[src/rtl/serial_add_ctrl.sv]
// rtl/serial_add_ctrl.sv - bit-serial adder sequencer with carry/overflow flags (optional SERIAL_SUB_EN)
module serial_add_ctrl #(
  parameter int P_WIDTH = 8
) (
  input  logic               clk,
  input  logic               rst,
  input  logic               start,
`ifdef SERIAL_SUB_EN
  input  logic               sub,
`endif
  input  logic               a_bit,
  input  logic               b_bit,
  output logic               l_s,
  output logic               busy,
  output logic               done,
  output logic [P_WIDTH-1:0] sum,
  output logic               cout,
  output logic               ovf
);

  localparam int CW = $clog2(P_WIDTH + 1);
  localparam logic [CW-1:0] LAST_BIT = CW'(P_WIDTH - 1);

  typedef enum logic [1:0] {IDLE, LOAD, SHIFT, DONE} state_t;

  state_t             state_q, state_d;
  logic [CW-1:0]      cnt_q, cnt_d;
  logic               carry_q, carry_d;
  logic [P_WIDTH-1:0] acc_q, acc_d;
  logic [P_WIDTH-1:0] sum_q, sum_d;
  logic               cout_q, cout_d;
  logic               ovf_q, ovf_d;
  logic               l_s_q, l_s_d;
  logic               busy_q, busy_d;
  logic               done_q, done_d;
  logic               b_eff;
  logic               carry_init;
  logic               s_bit;
  logic               c_next;

`ifdef SERIAL_SUB_EN
  logic sub_q, sub_d;
  // Subtraction is A + ~B + 1: invert b and seed the carry with 1.
  assign b_eff      = b_bit ^ sub_q;
  assign carry_init = sub_q;
`else
  assign b_eff      = b_bit;
  assign carry_init = 1'b0;
`endif

  assign s_bit  = a_bit ^ b_eff ^ carry_q;
  assign c_next = (a_bit & b_eff) | (a_bit & carry_q) | (b_eff & carry_q);

  // Next-state, datapath updates and registered output decode.
  always_comb begin
    state_d = state_q;
    cnt_d   = cnt_q;
    carry_d = carry_q;
    acc_d   = acc_q;
    sum_d   = sum_q;
    cout_d  = cout_q;
    ovf_d   = ovf_q;
`ifdef SERIAL_SUB_EN
    sub_d   = sub_q;
`endif
    case (state_q)
      IDLE: begin
        if (start) begin
          state_d = LOAD;
`ifdef SERIAL_SUB_EN
          sub_d   = sub;
`endif
        end
      end
      LOAD: begin
        carry_d = carry_init;
        cnt_d   = '0;
        state_d = SHIFT;
      end
      SHIFT: begin
        acc_d   = {s_bit, acc_q[P_WIDTH-1:1]};
        carry_d = c_next;
        cnt_d   = cnt_q + CW'(1);
        if (cnt_q == LAST_BIT) begin
          state_d = DONE;
          sum_d   = {s_bit, acc_q[P_WIDTH-1:1]};
          cout_d  = c_next;
          // carry_q is the carry into the MSB on this final bit.
          ovf_d   = carry_q ^ c_next;
        end
      end
      DONE: begin
        state_d = IDLE;
      end
      default: begin
        state_d = IDLE;
      end
    endcase
    l_s_d  = (state_d != LOAD);
    busy_d = (state_d != IDLE);
    done_d = (state_d == DONE);
  end

  // State, datapath and output registers with synchronous reset.
  always_ff @(posedge clk) begin
    if (rst) begin
      state_q <= IDLE;
      cnt_q   <= '0;
      carry_q <= 1'b0;
      acc_q   <= '0;
      sum_q   <= '0;
      cout_q  <= 1'b0;
      ovf_q   <= 1'b0;
      l_s_q   <= 1'b1;
      busy_q  <= 1'b0;
      done_q  <= 1'b0;
`ifdef SERIAL_SUB_EN
      sub_q   <= 1'b0;
`endif
    end else begin
      state_q <= state_d;
      cnt_q   <= cnt_d;
      carry_q <= carry_d;
      acc_q   <= acc_d;
      sum_q   <= sum_d;
      cout_q  <= cout_d;
      ovf_q   <= ovf_d;
      l_s_q   <= l_s_d;
      busy_q  <= busy_d;
      done_q  <= done_d;
`ifdef SERIAL_SUB_EN
      sub_q   <= sub_d;
`endif
    end
  end

  assign l_s  = l_s_q;
  assign busy = busy_q;
  assign done = done_q;
  assign sum  = sum_q;
  assign cout = cout_q;
  assign ovf  = ovf_q;

endmodule

[config.mk]
export PLATFORM = sky130hd
export DESIGN_NAME = serial_add_ctrl
export DESIGN_NICKNAME = d
export VERILOG_FILES = /design/src/rtl/serial_add_ctrl.sv
export SDC_FILE = /design/constraint.sdc
export NUM_CORES = 1
export LEC_CHECK = 0
export ABC_CLOCK_PERIOD_IN_PS = 1550
export CAP_MARGIN = 5
export CORE_MARGIN = 2
export CORE_UTILIZATION = 39
export CTS_CLUSTER_DIAMETER = 40
export DETAILED_ROUTE_END_ITERATION = 10
export HOLD_SLACK_MARGIN = 0.15
export PLACE_DENSITY = 0.63
export SETUP_SLACK_MARGIN = 0.2
export SLEW_MARGIN = 15
export SYNTH_ARGS = -nofsm -noshare
export SYNTH_HDL_FRONTEND = slang
export SYNTH_SLANG_ARGS = --single-unit
[constraint.sdc]
create_clock -name clk -period 1.55 [get_ports clk]
set_input_delay 0.31 -clock clk [delete_from_list [all_inputs] [get_ports clk]]
set_output_delay 0.31 -clock clk [all_outputs]
set_load 0.02 [all_outputs]
# [Yosys cells after proc, flatten, opt, wreduce, memory -nomap -nowiden]
# Cells that the tools add are included.
# W data, S select, Z words.
[op_classes] bitwise_logic=8 reduce_logical=4 addsub=1 n_eq_ne=6 mux=5
[op_table] cell="$pmux W2 S4" n=1
[op_table] cell="$pmux W4 S2" n=1
[op_table] cell="$eq A2 B2 Y1 const B" n=3
[op_table] cell="$add A4 B1 Y4 const B" n=1
[op_table] cell="$eq A4 B3 Y1 const B" n=1
[op_table] cell="$mux W2" n=2
[op_table] cell="$reduce_bool A2 Y1" n=2
[op_table] cell="$and A1 B1 Y1" n=3
[op_table] cell="$xor A1 B1 Y1" n=3
[op_table] cell="$eq A2 B1 Y1 const B" n=1
[op_table] cell="$logic_not A2 Y1" n=1
[op_table] cell="$ne A2 B1 Y1 const B" n=1
[op_table] cell="$or A1 B1 Y1" n=2
[op_table] cell="$pmux W1 S2" n=1
[op_table] cell="$reduce_and A2 Y1" n=1
[word_totals] ff_bits=28 inputBits=5 output_inout_bits=13

# [Depth between registers and ports, before layout]
# Gate-level depths: netlist (run 1).
[logic_depth] depth_word=4 ltp_mapped=7 ltp_nobuf=5

# [Worst setup path after synthesis (run 1)]
# No wires, ideal clock.
[synth_timing] path_type="reg2reg" start="register state_q[0]" end="register l_s_q (netlist: l_s)" n_path_buf=0 t_arrival_ns=1.421 period_less_slack_ns=1.548 stages_incl_launch_ff=6 required_time_ns=1.423 setup_ns=0.127 path_slack_ns=0.002 cell_sequence="dfxtp_1 > inv_1 > ha_1 > nor3b_1 > a311o_1 > or3b_1"
[synth_via] elab_chain_cells=3
[synth_lines] item="from (decl)" line_no="26" text="state_t state_q, state_d;"
[synth_lines] item="from (signal assigned)" line_no="121" text="state_q <= state_d;"
[synth_lines] item="$eq A2 B2 Y1 (tied with other cells)" line_no="66" text="case (state_q)"
[synth_lines] item="$pmux W2 S4 *" line_no="66"
[synth_lines] item="$ne A2 B1 Y1 *" line_no="99" text="l_s_d = (state_d != LOAD);"
[synth_lines] item="to (signal assigned)" line_no="128" text="l_s_q <= l_s_d;"
[synth_lines] item="to (decl)" line_no="33" text="logic l_s_q, l_s_d;"
# Every way passes the cells marked *; elsewhere a longest branch is shown, timed or not.
# A chain may end at the register's enable or synchronous reset.

# [Final worst setup path (run 1)]
[layout_timing] start="register state_q[1]" end="register l_s_q (netlist: l_s)"
# The elaborated chain is that of the path after synthesis.

==> results of run 1 <==
[power by group through the flow]
stage	sequential, mW	combinational [mW]	clock [mW]
6_report	0.775	0.531	0.312
5_1_grt	0.783	0.592	0.354
4_1_cts	0.779	0.519	0.330
3_5_place_dp	0.793	0.497	0
3_3_place_gp	0.793	0.485	0
2_1_floorplan	0.819	0.302	0
[worst max-delay path, cell delays in order (launching register included)]
cell and delay (ns):
dfxtp_4 0.40, inv_2 0.04, ha_4 0.15, nor3b_1 0.13
a311o_1 0.29, or3b_1 0.35
[logic make-up (layout without fill, tap and decap cells)]
family | after synthesis | after routing | synth area share (%)
and+or+nand+nor | 48 | 48 | 20.9
buffers and inverters | 13 | 43 | 4.94
AOI/OAI and AO/OA | 20 | 20 | 11.4
DFF | 27 | 27 | 50.8
muxes | 6 | 6 | 5.65
xor gates and xnor gates | 1 | 1 | 0.824
adders and majority gates | 4 | 4 | 5.41
[worst max path at each step]
stage	from	end	cells past startpoint
2_1_floorplan	state_q[0]$_SDFF_PP0_	l_s$_SDFF_PP1_	6
3_3_place_gp	a_bit	ovf$_SDFFE_PP0P_	6
3_5_place_dp	a_bit	ovf$_SDFFE_PP0P_	6
4_1_cts	state_q[1]$_SDFF_PP0_	l_s$_SDFF_PP1_	5
5_1_grt	state_q[1]$_SDFF_PP0_	l_s$_SDFF_PP1_	5
6_report	state_q[1]$_SDFF_PP0_	l_s$_SDFF_PP1_	5
[registers in the layout (all words and copies together), names as in the netlist, 2 cells and up]
register / flops
acc_q: 7
state_q: 2
cnt_q: 4
sum: 8
[cells in the final DEF, fill, tap and decap left out, drive strengths merged, types with 2 or more instances in the layout]
cell	instances
inv	7
nand2	22
dlygate4sd2	3
a2bb2oi	2
buf	15
nor2	13
nand3	3
clkdlybuf4s15	5
dfxtp	27
a21oi	12
clkbuf	8
a211oi	3
nand3b	2
ha	3
clkdlybuf4s50	4
mux2i	6
[per-layer routing]
layer	GRT usage [%]	share of wire [%]	vias up
met5	0	0	-
met4	6.12	0.47	0
met3	2.33	3.1	2
met2	26.7	49	14
met1	17.2	47	415
li1	-	-	456
[cell type report]
| class | instances | area share [%] |
|---|---|---|
| Multi-Input combinational cell | 79 | 38.4 |
| Inverter | 7 | 1.95 |
| Sequential cell | 27 | 37.4 |
| Timing Repair Buffer | 32 | 17.7 |
| Clock buffer | 3 | 1.53 |
| Tap cell | 30 | 2.54 |
| Clock inverter | 1 | 0.508 |
[metrics by stage]
step	area (µm²)	power (mW)
global placement	1330	1.28
floorplan	1100	1.12
finish	1480	1.62
global route	1480	1.73
CTS	1420	1.63
detailed placement	1330	1.29
[repair_timing]
item / in CTS / in global routing
resized for setup: 19 / 30
endpoints found under the setup margin: 26 / 26
buffers inserted: 7 / 1
pin swaps: 1 / 7
==> results.yml, run 1 <==
synthesis:
  syn-num-nets: 128
  synth_edf_count: 0
  syn_inst: 119
  syn-cell-area_um2: 1060
  netlist-cell-type-count: 26
  netlist.area_leader.share_pct: 50.8
  yosysMostFrequentCell: "dfxtp_1"
  synth_area_leader_cell: "dfxtp_1"
  syn_avg_cell_area_um2: 8.94
  ys_ff_latch: 27
  synthArstFlopShare_pct: 0
  ys_top_cells_by_area: "dfxtp_1, nand2_1, a21oi_1, mux2i_1, nor2_1"
  synth_ff_type: "dfxtp_1"
  synth.top_cells.by_count: "dfxtp_1, nand2_1, nor2_1"
  seq_area_frac_synth_pct: 50.8
  yosysWarnings: 0
cts:
  cts_hold_buf: 0
  htreeDepth: 1
  cts_tree: "built"
  cts_root_buf: "clkbuf_4"
  cts_made_buffers: 3
  cts_max_path_buffers: 2
  clk_pin_slew_ns: 0.15
  clk_latency_ns: 0.33
  cts.sinks: 27
critical_path:
  worstPathMaxFanout: 4
  crit_arrival_ns: 1.69
  r2r_slack_ns: 0.1
  worstReg2RegStart: "state_q[1]$_SDFF_PP0_"
  startpoint_type: "flip-flop"
  crit_required_ns: 1.78
  path_class: "reg2reg"
  ff2ff_path_depth: 5
  r2r-end: "l_s$_SDFF_PP1_"
  end_kind: "flip-flop"
timing:
  fin_tns_setup_ns: 0
  setup_viol: 0
  fin_skew_ns: 0.00554
  timing.final.ws_setup_ns: 0.0953
  max_slew_margin_pct: 85.6
  worst_pin_slew_ns: 0.216
  rsz0062_at_grt: "true"
  fin_crit_sh_pct: 93.8
  finalMaxSlewViolations: 0
  finalHoldViolCount: 0
  hold_ws_ns: 0.466
  timing.fmax_mhz: 687
  min_period_ns: 1.45
place:
  gp_congestion: 0.695
  place_ws_ns: -0.187
  dp.cells: 167
  port_buffers: 17
  hpwl_um: 1440
die:
  core_area_um2: 2520
  num_io_pins: 18
  dieArea_um2: 3160
  core.rowCount: 18
  initial_utilization_pct: 42.2
  die_width_um: 56.2
  die_h_um: 56.2
drt:
  vias: 887
  drc: 0
  ant_nets: 0
  vias_per_cell: 4.96
  first_pass_iters: 4
  post_drt_wl_per_cell_um: 11.9
  drt_wl_total_um: 2130
  drtIter0Drc: 8
pwr:
  vdd_drop_max_v: 0.000648
  power_frac_seq_pct: 47.9
  comb_power_share_pct: 32.8
  power_density_nw_per_um2: 1100
  p_int_mw: 1.10
  sw_frac_of_total_pct: 32.1
  p_leak_nw: 0.576
  p_sw_mw: 0.519
  clockPowerShare_pct: 19.3
cells_and_area:
  finalNonFillerCells: 179
  drive_gt1_share_pct: 30.9
  n_fill_cell: 241
  post-route-util_pct: 58.5
  regArea_um2: 552
  multi_input_comb_area_um2: 567
  finalNetCount: 159
  area_delta_synth_final_pct: 38.8
  diodes: 0
worst_hold_path:
  hp-start: "sum[6]$_SDFFE_PP0P_"
  hold_class: "reg2reg"
  hold_depth: 2
  min_to: "sum[6]$_SDFFE_PP0P_"
global_route:
  antenna_found_initial: 0
  grt_pass1_vias: 910
  grtUsageTotal_pct: 14.8
  grt_max_degree: 17
  grt_first_pass_wirelength_um: 3770
  overflow: 0
job:
  drv_cap: 0
outcome:
  status: "finished, final reports clean"
No activity file was read; power rests on OpenSTA's default activity.
==> inputs of run 2 (changes only) <==
- CELL_PAD_IN_SITES_DETAIL_PLACEMENT: default -> 0
- CELL_PAD_IN_SITES_GLOBAL_PLACEMENT: default -> 1
- CORE_UTILIZATION: 39 -> 34
- HOLD_SLACK_MARGIN: 0.15 -> 0.03
- PLACE_DENSITY: 0.63 -> 0.71
==> results.yml, run 2 (same netlist as run 1, synthesis figures left out) <==
cells_and_area:
  n_fill_cell: 306
  final_cell_area_um2: 1440
  post-route-util_pct: 47.8
  largest_reg_flops: 8
  layout_commonest_cell: "dfxtp_1"
  diodes: 0
  final_cell_mix: "dfxtp_1, nand2_1, buf_4, nor2_1, a21oi_1"
  area_delta_synth_final_pct: 34.9
  drive_gt1_share_pct: 30.7
  finalNetCount: 160
global_route:
  use_met3_pct: 2.81
  overflow: 0
  grt_pass1_vias: 792
  grt_first_pass_wirelength_um: 3610
  antenna_found_initial: 0
  grtUsageTotal_pct: 13.7
  grtUsageMet2_pct: 21.0
  grtUsageMet1_pct: 18.4
  grt.busiest_layer: "met2"
  grt_max_degree: 17
critical_path:
  cp-startpoint: "state_q[0]$_SDFF_PP0_"
  path_class: "reg2reg"
  worstReg2RegStart: "state_q[0]$_SDFF_PP0_"
  startpoint_type: "flip-flop"
  crit_required_ns: 1.77
  end_kind: "flip-flop"
  worstPathMaxFanout: 4
  crit_arrival_ns: 1.68
pwr:
  clockPowerShare_pct: 18.3
  p_leak_nw: 0.552
  sw_frac_of_total_pct: 32.0
  vdd_drop_max_v: 0.000428
  p_int_mw: 1.15
  p_total_mw: 1.69
  comb_power_share_pct: 35.2
  power_frac_seq_pct: 46.5
  p_sw_mw: 0.543
  power_density_nw_per_um2: 1180
cts:
  cts.sinks: 27
  clk_pin_slew_ns: 0.15
  cts_made_buffers: 3
  cts_max_path_buffers: 2
  clk_latency_ns: 0.33
  cts_tree: "built"
  htreeDepth: 1
  cts_root_buf: "clkbuf_4"
job:
  drv_cap: 0
timing:
  fin_skew_ns: 0.00500
  max_slew_margin_pct: 84.8
  rsz0062_at_grt: "true"
  setup_viol: 0
  worst_pin_slew_ns: 0.228
  fin_crit_sh_pct: 93.7
  finalHoldViolCount: 0
  finalMaxSlewViolations: 0
  min_period_ns: 1.45
  hold_ws_ns: 0.462
  timing.final.ws_setup_ns: 0.0971
  timing.fmax_mhz: 688
drt:
  drt_wl_total_um: 2130
  vias_per_cell: 4.88
  drc: 0
  post_drt_wl_per_cell_um: 11.7
  ant_nets: 0
  drtIter0Drc: 36
  vias: 893
  first_pass_iters: 4
outcome:
  status: "finished, final reports clean"
die:
  initial_utilization_pct: 35.4
  core_area_um2: 3000
  dieArea_um2: 3590
  num_io_pins: 18
  die_h_um: 59.9
  core.rowCount: 20
  die_width_um: 59.9
worst_hold_path:
  hold_class: "reg2reg"
  hp-start: "sum[3]$_SDFFE_PP0P_"
place:
  dpl-instance-area_um2: 1340
  hpwl_um: 1380
  place_ws_ns: -0.171
  port_buffers: 17
  gp_congestion: 0.638
run 2: path summary, 6_finish.rpt:
kind,slack (ns),cells past startpoint,endpoint
worst max register to register,0.1,5,l_s$_SDFF_PP1_
worst min register to register,0.46,2,sum[3]$_SDFFE_PP0P_
worst min-delay path,0.46,2,sum[3]$_SDFFE_PP0P_
worst max-delay path,0.1,5,l_s$_SDFF_PP1_
run 2: area by class of cell:
class	count	area (µm²)	area share, %
well taps	33	41.3	2.88
clock inverters	1	7.51	0.523
clock buffers	3	22.5	1.57
repair buffers	33	244	17.0
flip-flops and latches	27	551	38.4
multi-input cells	79	538	37.5
inverters	7	31.3	2.18
run 2: repair_timing:
action	in CTS	in global routing
hold buffers	0	0
endpoints found under the setup margin	23	21
resized for setup	17	31
pin swaps	0	4
buffers inserted	3	6
run 2: critical path, stage by stage, from the launching register on:
cell and delay, ns:
dfxtp_4 0.40, inv_6 0.04, ha_4 0.15, nor3b_1 0.13, a311o_1 0.28, or3b_1 0.35
run 2: through the flow:
step           TNS [ns]  cells
2_1_floorplan         0    119
3_3_place_gp     -0.414    170
3_5_place_dp     -0.546    170
4_1_cts               0    177
5_1_grt               0    183
6_report              0    183
run 2: routing by layer:
layer,routed length [µm],vias up
met5,0,-
met4,43,0
met3,74,5
met2,1020,15
met1,996,413
li1,-,460
run 2: power groups by stage:
stage | logic, mW | clock network (mW) | registers (mW)
final | 0.597 | 0.310 | 0.788
after global routing | 0.648 | 0.363 | 0.797
after CTS | 0.492 | 0.325 | 0.779
after detailed placement | 0.500 | 0 | 0.793
after global placement | 0.494 | 0 | 0.793
after floorplan | 0.302 | 0 | 0.819
